==> config.mk <==
export PLATFORM = sky130hd
export DESIGN_NAME = uart_rx_os
export DESIGN_NICKNAME = d
export VERILOG_FILES = /design/src/rtl/uart_rx_os.sv
export SDC_FILE = /design/constraint.sdc
export NUM_CORES = 1
export LEC_CHECK = 0
export CAP_MARGIN = 20
export CORE_UTILIZATION = 34
export CTS_BUF_LIST = sky130_fd_sc_hd__clkbuf_16
export DETAILED_ROUTE_END_ITERATION = 6
export GPL_TIMING_DRIVEN = 0
export PLACE_DENSITY_LB_ADDON = 0.12
export SLEW_MARGIN = 20
export SYNTH_ARGS = -nofsm -noshare
export SYNTH_HDL_FRONTEND = slang
export SYNTH_SLANG_ARGS = --single-unit
==> constraint.sdc <==
create_clock -name clk -period 2.68 [get_ports clk]
set_clock_uncertainty 0.1 [all_clocks]
set_input_delay 0.67 -clock clk [delete_from_list [all_inputs] [get_ports clk]]
set_output_delay 0.67 -clock clk [all_outputs]
set_load 0.005 [all_outputs]
==> src/rtl/uart_rx_os.sv <==
`default_nettype none
// ============================================================================
//  Module      : uart_rx_os
//  Description : UART receiver with 2-flop synchroniser, mid-bit 3-sample
//                majority vote, parity/stop checks and valid/ready output.
//  Revision    : 1.0 - initial release
// ============================================================================
module uart_rx_os #(
    parameter int DATA_BITS    = 8,
    parameter int STOP_BITS    = 1,
    parameter int PARITY       = 0,
    parameter int CLKS_PER_BIT = 1000
) (
    input  logic                 clk,
    input  logic                 n_reset,
    input  logic                 data_in,
    output logic [DATA_BITS-1:0] out_data,
    output logic                 out_valid,
    input  logic                 out_ready,
    output logic                 frame_err,
    output logic                 parity_err,
    output logic                 break_det,
    output logic                 overrun
);

    localparam int CNT_W = $clog2(CLKS_PER_BIT);
    localparam int MID   = CLKS_PER_BIT / 2;

    localparam logic [CNT_W-1:0] c_SAMP0    = CNT_W'(MID - 1);
    localparam logic [CNT_W-1:0] c_SAMP1    = CNT_W'(MID);
    localparam logic [CNT_W-1:0] c_SAMP2    = CNT_W'(MID + 1);
    localparam logic [CNT_W-1:0] c_CNT_LAST = CNT_W'(CLKS_PER_BIT - 1);
    localparam logic [3:0]       c_DATA_LAST = 4'(DATA_BITS - 1);
    localparam logic [3:0]       c_STOP_LAST = 4'(STOP_BITS - 1);

    localparam logic [2:0] c_IDLE      = 3'd0;
    localparam logic [2:0] c_START     = 3'd1;
    localparam logic [2:0] c_DATA      = 3'd2;
    localparam logic [2:0] c_PARITY    = 3'd3;
    localparam logic [2:0] c_STOP      = 3'd4;
    localparam logic [2:0] c_WAIT_IDLE = 3'd5;

    logic [2:0]           state_q, state_d;
    logic [1:0]           sync_q, sync_d;
    logic                 rxs_prev_q, rxs_prev_d;
    logic [CNT_W-1:0]     cnt_q, cnt_d;
    logic [3:0]           bit_idx_q, bit_idx_d;
    logic [1:0]           samp_q, samp_d;
    logic [DATA_BITS-1:0] shift_q, shift_d;
    logic                 par_bit_q, par_bit_d;
    logic                 perr_q, perr_d;
    logic                 ferr_q, ferr_d;
    logic                 stop0_q, stop0_d;
    logic [DATA_BITS-1:0] out_data_q, out_data_d;
    logic                 out_valid_q, out_valid_d;
    logic                 frame_err_q, frame_err_d;
    logic                 parity_err_q, parity_err_d;
    logic                 break_det_q, break_det_d;
    logic                 overrun_q, overrun_d;

    logic w_rxs;
    logic w_fall;
    logic w_in_bit;
    logic w_decide;
    logic w_bit;
    logic w_done;
    logic w_ferr_fin;
    logic w_stop0_fin;
    logic w_brk_fin;
    logic w_par_exp;

    assign w_rxs      = sync_q[1];
    assign w_fall     = (state_q == c_IDLE) && rxs_prev_q && !w_rxs;
    assign w_in_bit   = (state_q != c_IDLE) && (state_q != c_WAIT_IDLE);
    assign w_decide   = w_in_bit && (cnt_q == c_SAMP2);
    assign w_bit      = (samp_q[0] & samp_q[1]) | (samp_q[0] & w_rxs) | (samp_q[1] & w_rxs);
    assign w_done     = w_decide && (state_q == c_STOP) && (bit_idx_q == c_STOP_LAST);
    assign w_ferr_fin = ferr_q | ~w_bit;
    assign w_stop0_fin = (bit_idx_q == 4'd0) ? ~w_bit : stop0_q;
    // par_bit_q never leaves 0 without a parity bit, so break needs no mode test
    assign w_brk_fin  = (shift_q == '0) && !par_bit_q && w_stop0_fin;

    generate
        if (PARITY == 1) begin : g_par_odd
            assign w_par_exp = ~^shift_q;
        end else if (PARITY == 2) begin : g_par_even
            assign w_par_exp = ^shift_q;
        end else begin : g_par_none
            assign w_par_exp = 1'b0;
        end
    endgenerate

    // State register
    always_ff @(posedge clk) begin
        if (!n_reset) begin
            state_q <= c_IDLE;
        end else begin
            state_q <= state_d;
        end
    end

    // Next-state logic
    always_comb begin
        state_d = state_q;
        case (state_q)
            c_IDLE: begin
                if (w_fall) state_d = c_START;
            end
            c_START: begin
                if (w_decide) state_d = w_bit ? c_IDLE : c_DATA;
            end
            c_DATA: begin
                if (w_decide && (bit_idx_q == c_DATA_LAST))
                    state_d = (PARITY != 0) ? c_PARITY : c_STOP;
            end
            c_PARITY: begin
                if (w_decide) state_d = c_STOP;
            end
            c_STOP: begin
                if (w_done) state_d = w_ferr_fin ? c_WAIT_IDLE : c_IDLE;
            end
            c_WAIT_IDLE: begin
                if (w_rxs && (cnt_q == c_CNT_LAST)) state_d = c_IDLE;
            end
            default: state_d = c_IDLE;
        endcase
    end

    // Datapath and output logic
    always_comb begin
        sync_d       = {sync_q[0], data_in};
        rxs_prev_d   = w_rxs;
        cnt_d        = cnt_q;
        bit_idx_d    = bit_idx_q;
        samp_d       = samp_q;
        shift_d      = shift_q;
        par_bit_d    = par_bit_q;
        perr_d       = perr_q;
        ferr_d       = ferr_q;
        stop0_d      = stop0_q;
        out_data_d   = out_data_q;
        out_valid_d  = out_valid_q;
        frame_err_d  = frame_err_q;
        parity_err_d = parity_err_q;
        break_det_d  = break_det_q;
        overrun_d    = 1'b0;

        // WAIT_IDLE reuses the counter to time one full bit of continuous idle
        case (state_q)
            c_IDLE:      cnt_d = '0;
            c_WAIT_IDLE: cnt_d = (!w_rxs || (cnt_q == c_CNT_LAST)) ? '0 : cnt_q + CNT_W'(1);
            default: begin
                if ((w_done && w_ferr_fin) || (cnt_q == c_CNT_LAST)) cnt_d = '0;
                else                                                 cnt_d = cnt_q + CNT_W'(1);
            end
        endcase

        if (cnt_q == c_SAMP0) samp_d[0] = w_rxs;
        if (cnt_q == c_SAMP1) samp_d[1] = w_rxs;

        if (w_decide) begin
            case (state_q)
                c_START: begin
                    bit_idx_d = 4'd0;
                    par_bit_d = 1'b0;
                    perr_d    = 1'b0;
                    ferr_d    = 1'b0;
                    stop0_d   = 1'b0;
                end
                c_DATA: begin
                    shift_d   = {w_bit, shift_q[DATA_BITS-1:1]};
                    bit_idx_d = (bit_idx_q == c_DATA_LAST) ? 4'd0 : bit_idx_q + 4'd1;
                end
                c_PARITY: begin
                    par_bit_d = w_bit;
                    perr_d    = (w_bit != w_par_exp);
                end
                c_STOP: begin
                    ferr_d    = w_ferr_fin;
                    stop0_d   = w_stop0_fin;
                    bit_idx_d = bit_idx_q + 4'd1;
                end
                default: ;
            endcase
        end

        if (w_done) begin
            if (!out_valid_q || out_ready) begin
                out_data_d   = shift_q;
                out_valid_d  = 1'b1;
                frame_err_d  = w_ferr_fin;
                parity_err_d = perr_q;
                break_det_d  = w_brk_fin;
            end else begin
                overrun_d = 1'b1;
            end
        end else if (out_valid_q && out_ready) begin
            out_valid_d = 1'b0;
        end
    end

    always_ff @(posedge clk) begin
        if (!n_reset) begin
            sync_q       <= 2'b11;
            rxs_prev_q   <= 1'b1;
            cnt_q        <= '0;
            bit_idx_q    <= 4'd0;
            samp_q       <= 2'b11;
            shift_q      <= '0;
            par_bit_q    <= 1'b0;
            perr_q       <= 1'b0;
            ferr_q       <= 1'b0;
            stop0_q      <= 1'b0;
            out_data_q   <= '0;
            out_valid_q  <= 1'b0;
            frame_err_q  <= 1'b0;
            parity_err_q <= 1'b0;
            break_det_q  <= 1'b0;
            overrun_q    <= 1'b0;
        end else begin
            sync_q       <= sync_d;
            rxs_prev_q   <= rxs_prev_d;
            cnt_q        <= cnt_d;
            bit_idx_q    <= bit_idx_d;
            samp_q       <= samp_d;
            shift_q      <= shift_d;
            par_bit_q    <= par_bit_d;
            perr_q       <= perr_d;
            ferr_q       <= ferr_d;
            stop0_q      <= stop0_d;
            out_data_q   <= out_data_d;
            out_valid_q  <= out_valid_d;
            frame_err_q  <= frame_err_d;
            parity_err_q <= parity_err_d;
            break_det_q  <= break_det_d;
            overrun_q    <= overrun_d;
        end
    end

    assign out_data   = out_data_q;
    assign out_valid  = out_valid_q;
    assign frame_err  = frame_err_q;
    assign parity_err = parity_err_q;
    assign break_det  = break_det_q;
    assign overrun    = overrun_q;

endmodule
`default_nettype wire

==> metrics.md <==
| Metric | Value |
|---|---|
| Most numerous cell in the Yosys netlist | sky130_fd_sc_hd__dfxtp_1 |
| Final hold violation count | 0 |
| Startpoint type of the worst setup path | flop |
| CTS-repair resized insts | 0 |
| Routed wire length per instance | 13.9 um |
| Sum of negative setup slack | 0 ns |
| Power after layout | 1.48 mW |
| Most common library cells after synthesis | 46 x sky130_fd_sc_hd__dfxtp_1, 19 x sky130_fd_sc_hd__nand2_1, 17 x sky130_fd_sc_hd__nor2_1, 16 x sky130_fd_sc_hd__nor2b_1 |
| Via count of the first global-routing pass | around 1,500 |
| Routed wire length | around 4700 um |
| Worst reg2reg setup slack | approximately 0.24 ns |
| Synth top area share | 42.0% |
| Fraction of the yosys area taken by sequential cells | 42.0% |
| Average size of a mapped cell | a little over 9 sq um |
| Global route total overflow | 0 |
| Initial DRC count | 68 |
| Cell count after synthesis | 237 |
| Crit path kind | flop to flop |
| Hold wc startpoint | sync_q[0] |
| Finished Cell Area | 2580 sq um |
| Setup repair after global routing missed its margin | false |
| Die Height | just over 80 um |
| Destination of the worst register-to-register timing path | out_data[5] |
| Cell accounting for the most synthesized area | sky130_fd_sc_hd__dfxtp_1 |
| Number of antenna violations at the first check in global routing | 0 |
| Number of max-slew violations in the final report | 0 |
| Maximum fanout count along the critical path | 10 |
| Initial core utilization | a little over a third |
| 1st-pass router iterations | 4 |
| Cts bufs inserted | 5 |
| Maxcap violations | 0 |
| TritonCTS sink count | 46 |
| Minimum clock period after layout | 2.44 ns |
| Clock-pin transition on the worst setup and hold timing paths | 0.07 ns |
| Setup Viol. Count Final | 0 |
| Maximum clock frequency | around 410 MHz |
| Vias per cell | 5.09 |
| Leading post-synthesis cells by cell area | sky130_fd_sc_hd__dfxtp_1 42%, sky130_fd_sc_hd__mux2i_1 6.4%, sky130_fd_sc_hd__nor2b_1 4.6% |
| Mapped Area | 2190 sq um |
| Hold depth | 1 |
| Flip-flop and latch count after synthesis | between 40 and 50 |
| Area grow syn2layout | 17.8% |
| Antenna Cells | 0 |
| Synthesis warning total | 0 |
| WP data required | 2.75 ns |
| Hold Buf Count CTS | 0 |
| Critical path endpoint category | flop |
| Residual DRC | 0 |
| Final period util | 91.0% |
| Dominant synthesized flop cell | sky130_fd_sc_hd__dfxtp_1 |
| Start of the worst register-to-register path | bit_idx_q[0] |
| Number of flops mapped to enable cells by yosys | 0 |
| Via count of the routed design | 1,705 |
| Clock tree from TritonCTS | built |
| Pin count of the biggest net entering global routing | 16 |
| Core Box Area | 6060 sq um |
| Insertion delay of the later-clocked pin in the worst-skew pair | roughly 0.29 ns |
| RD Place Congestion | 0.806 |
| Post-synthesis async set-or-reset flop share | 0% |
| Core Rows | 28 |
| Horizontal extent of the die | 82.3 um |
| Netlist cell types | 52 |
| Root buffer cell | sky130_fd_sc_hd__clkbuf_16 |
| Slew HR | between 60 and 70% |
| Cell area after placement | 2440 sq um |
| Placed instance count | 327 |
| Worst Max-Slew Pin Slew | 0.572 ns |
| Count of input and output buffers | 15 |
| Share of final-layout standard cells stronger than drive strength 1 | 6.92% |
| Reg2Reg Depth | 8 |
| Syn nets | 246 |
| Wire length of the first global-routing pass | 7600 um |
| Overall routing resource usage | 15.1% |
| Antenna-violating nets left | 0 |
| Reported leakage power | 0.941 nW |
| Pwr per Cell Area | ~570 nW/um^2 |
| Number of I/O pins | 17 |
| Buffers from clock root to sink, at most | 2 |
| Arrival time at the worst endpoint | 2.51 ns |
| Class of the most critical hold timing path | flop to flop |
| H-Tree Depth | 2 |
| Layout net count | approximately 270 |
| Die area | 6770 sq um |
| Result of the run | finished clean |
| IR drop worst, VDD | ~0.42 mV |
| Destination of the worst hold path | sync_q[1] |
| Post-CTS Setup Repair Bufs | 0 |
| DP Wirelength | 3320 um |
| Post-route non-filler standard cell count | 335 |
## per-layer routing
| layer | up-vias | part of all wire [%] | track usage [%] |
|---|---|---|---|
| met3 | 4 | 3.8 | 3.41 |
| met4 | 0 | 1.1 | 4.74 |
| met2 | 26 | 43 | 22.4 |
| li1 | 884 | - | - |
| met5 | - | 0 | 0 |
| met1 | 791 | 52 | 21.4 |
## worst max path at each step
stage	cells after the start	endpoint	startpoint
after floorplan	8	out_data[2]	bit_idx_q[0]
after global placement	8	out_data[5]	bit_idx_q[0]
after detailed placement	8	out_data[5]	bit_idx_q[0]
after CTS	8	out_data[5]	bit_idx_q[0]
after global routing	8	out_data[4]	bit_idx_q[0]
final	8	out_data[5]	bit_idx_q[0]
## flip-flops by register name, indices dropped and copies added, names as in the netlist, 2 cells and up
name,count
state_q,3
bit_idx_q,4
shift_q,8
out_data,8
cnt_q,10
sync_q,2
samp_q,2
## power breakdown
| part | switching, mW | total (mW) | internal [mW] |
|---|---|---|---|
| logic | 0.102 | 0.162 | 0.0593 |
| clock network | 0.265 | 0.610 | 0.345 |
| registers | 0.0111 | 0.706 | 0.695 |
| total | 0.378 | 1.48 | 1.10 |
## stage by stage
step                hold WS, ns  setup slack, ns  utilization (%)
finish                    0.306            0.241             42.6
global route              0.316           0.0504             42.6
CTS                       0.309            0.222             42.6
detailed placement        0.294            0.243             40.2
global placement          0.290            0.323             40.2
floorplan                 0.286            0.743                -
## worst max-delay path: stages, from the launching register on
cell and delay, ns:
sky130_fd_sc_hd__dfxtp_1 0.36, sky130_fd_sc_hd__inv_1 0.07, sky130_fd_sc_hd__ha_1 0.14, sky130_fd_sc_hd__nor3b_1 0.49, sky130_fd_sc_hd__o21ai_1 0.30, sky130_fd_sc_hd__nor4_4 0.38
sky130_fd_sc_hd__buf_6 0.22, sky130_fd_sc_hd__mux2i_1 0.20, sky130_fd_sc_hd__nor2b_1 0.06
## cells by family (layout without fill, tap and decap cells)
logic type | after synthesis | after routing | synth area share (%)
adder cells (fa/ha/maj) | 6 | 6 | 3.31
buffers and inverters | 19 | 42 | 4.05
multiplexers | 14 | 14 | 6.39
AO/OA/AOI/OAI | 37 | 37 | 12.3
XOR/XNOR | 11 | 11 | 4.40
AND/OR/NAND/NOR | 104 | 104 | 27.6
flip-flops | 46 | 46 | 42.0
## layout make-up
class	count	area [sq um]
plain buffers	12	62.6
multi-input cells	172	1180
clock buffers	5	125
well taps	75	93.8
fillers	601	3480
clock inverters	3	21.3
flip-flops and latches	46	921
repair buffers	15	150
inverters	7	26.3
## cells in the final DEF (no fill, tap or decap), drive strengths merged, types with 3 or more instances in the layout
| master | count |
|---|---|
| dfxtp | 46 |
| and3 | 4 |
| buf | 4 |
| a21oi | 4 |
| a21boi | 12 |
| nor3 | 5 |
| clkdlybuf4s50 | 15 |
| nor2 | 17 |
| nand2 | 20 |
| xnor2 | 3 |
| nand3 | 15 |
| xor2 | 8 |
| inv | 7 |
| nand2b | 6 |
| mux2i | 14 |
| o21ai | 8 |
| nor2b | 16 |
| ha | 5 |
| clkbuf | 13 |
| nand4 | 5 |
Power figures use the tool's default switching activity.
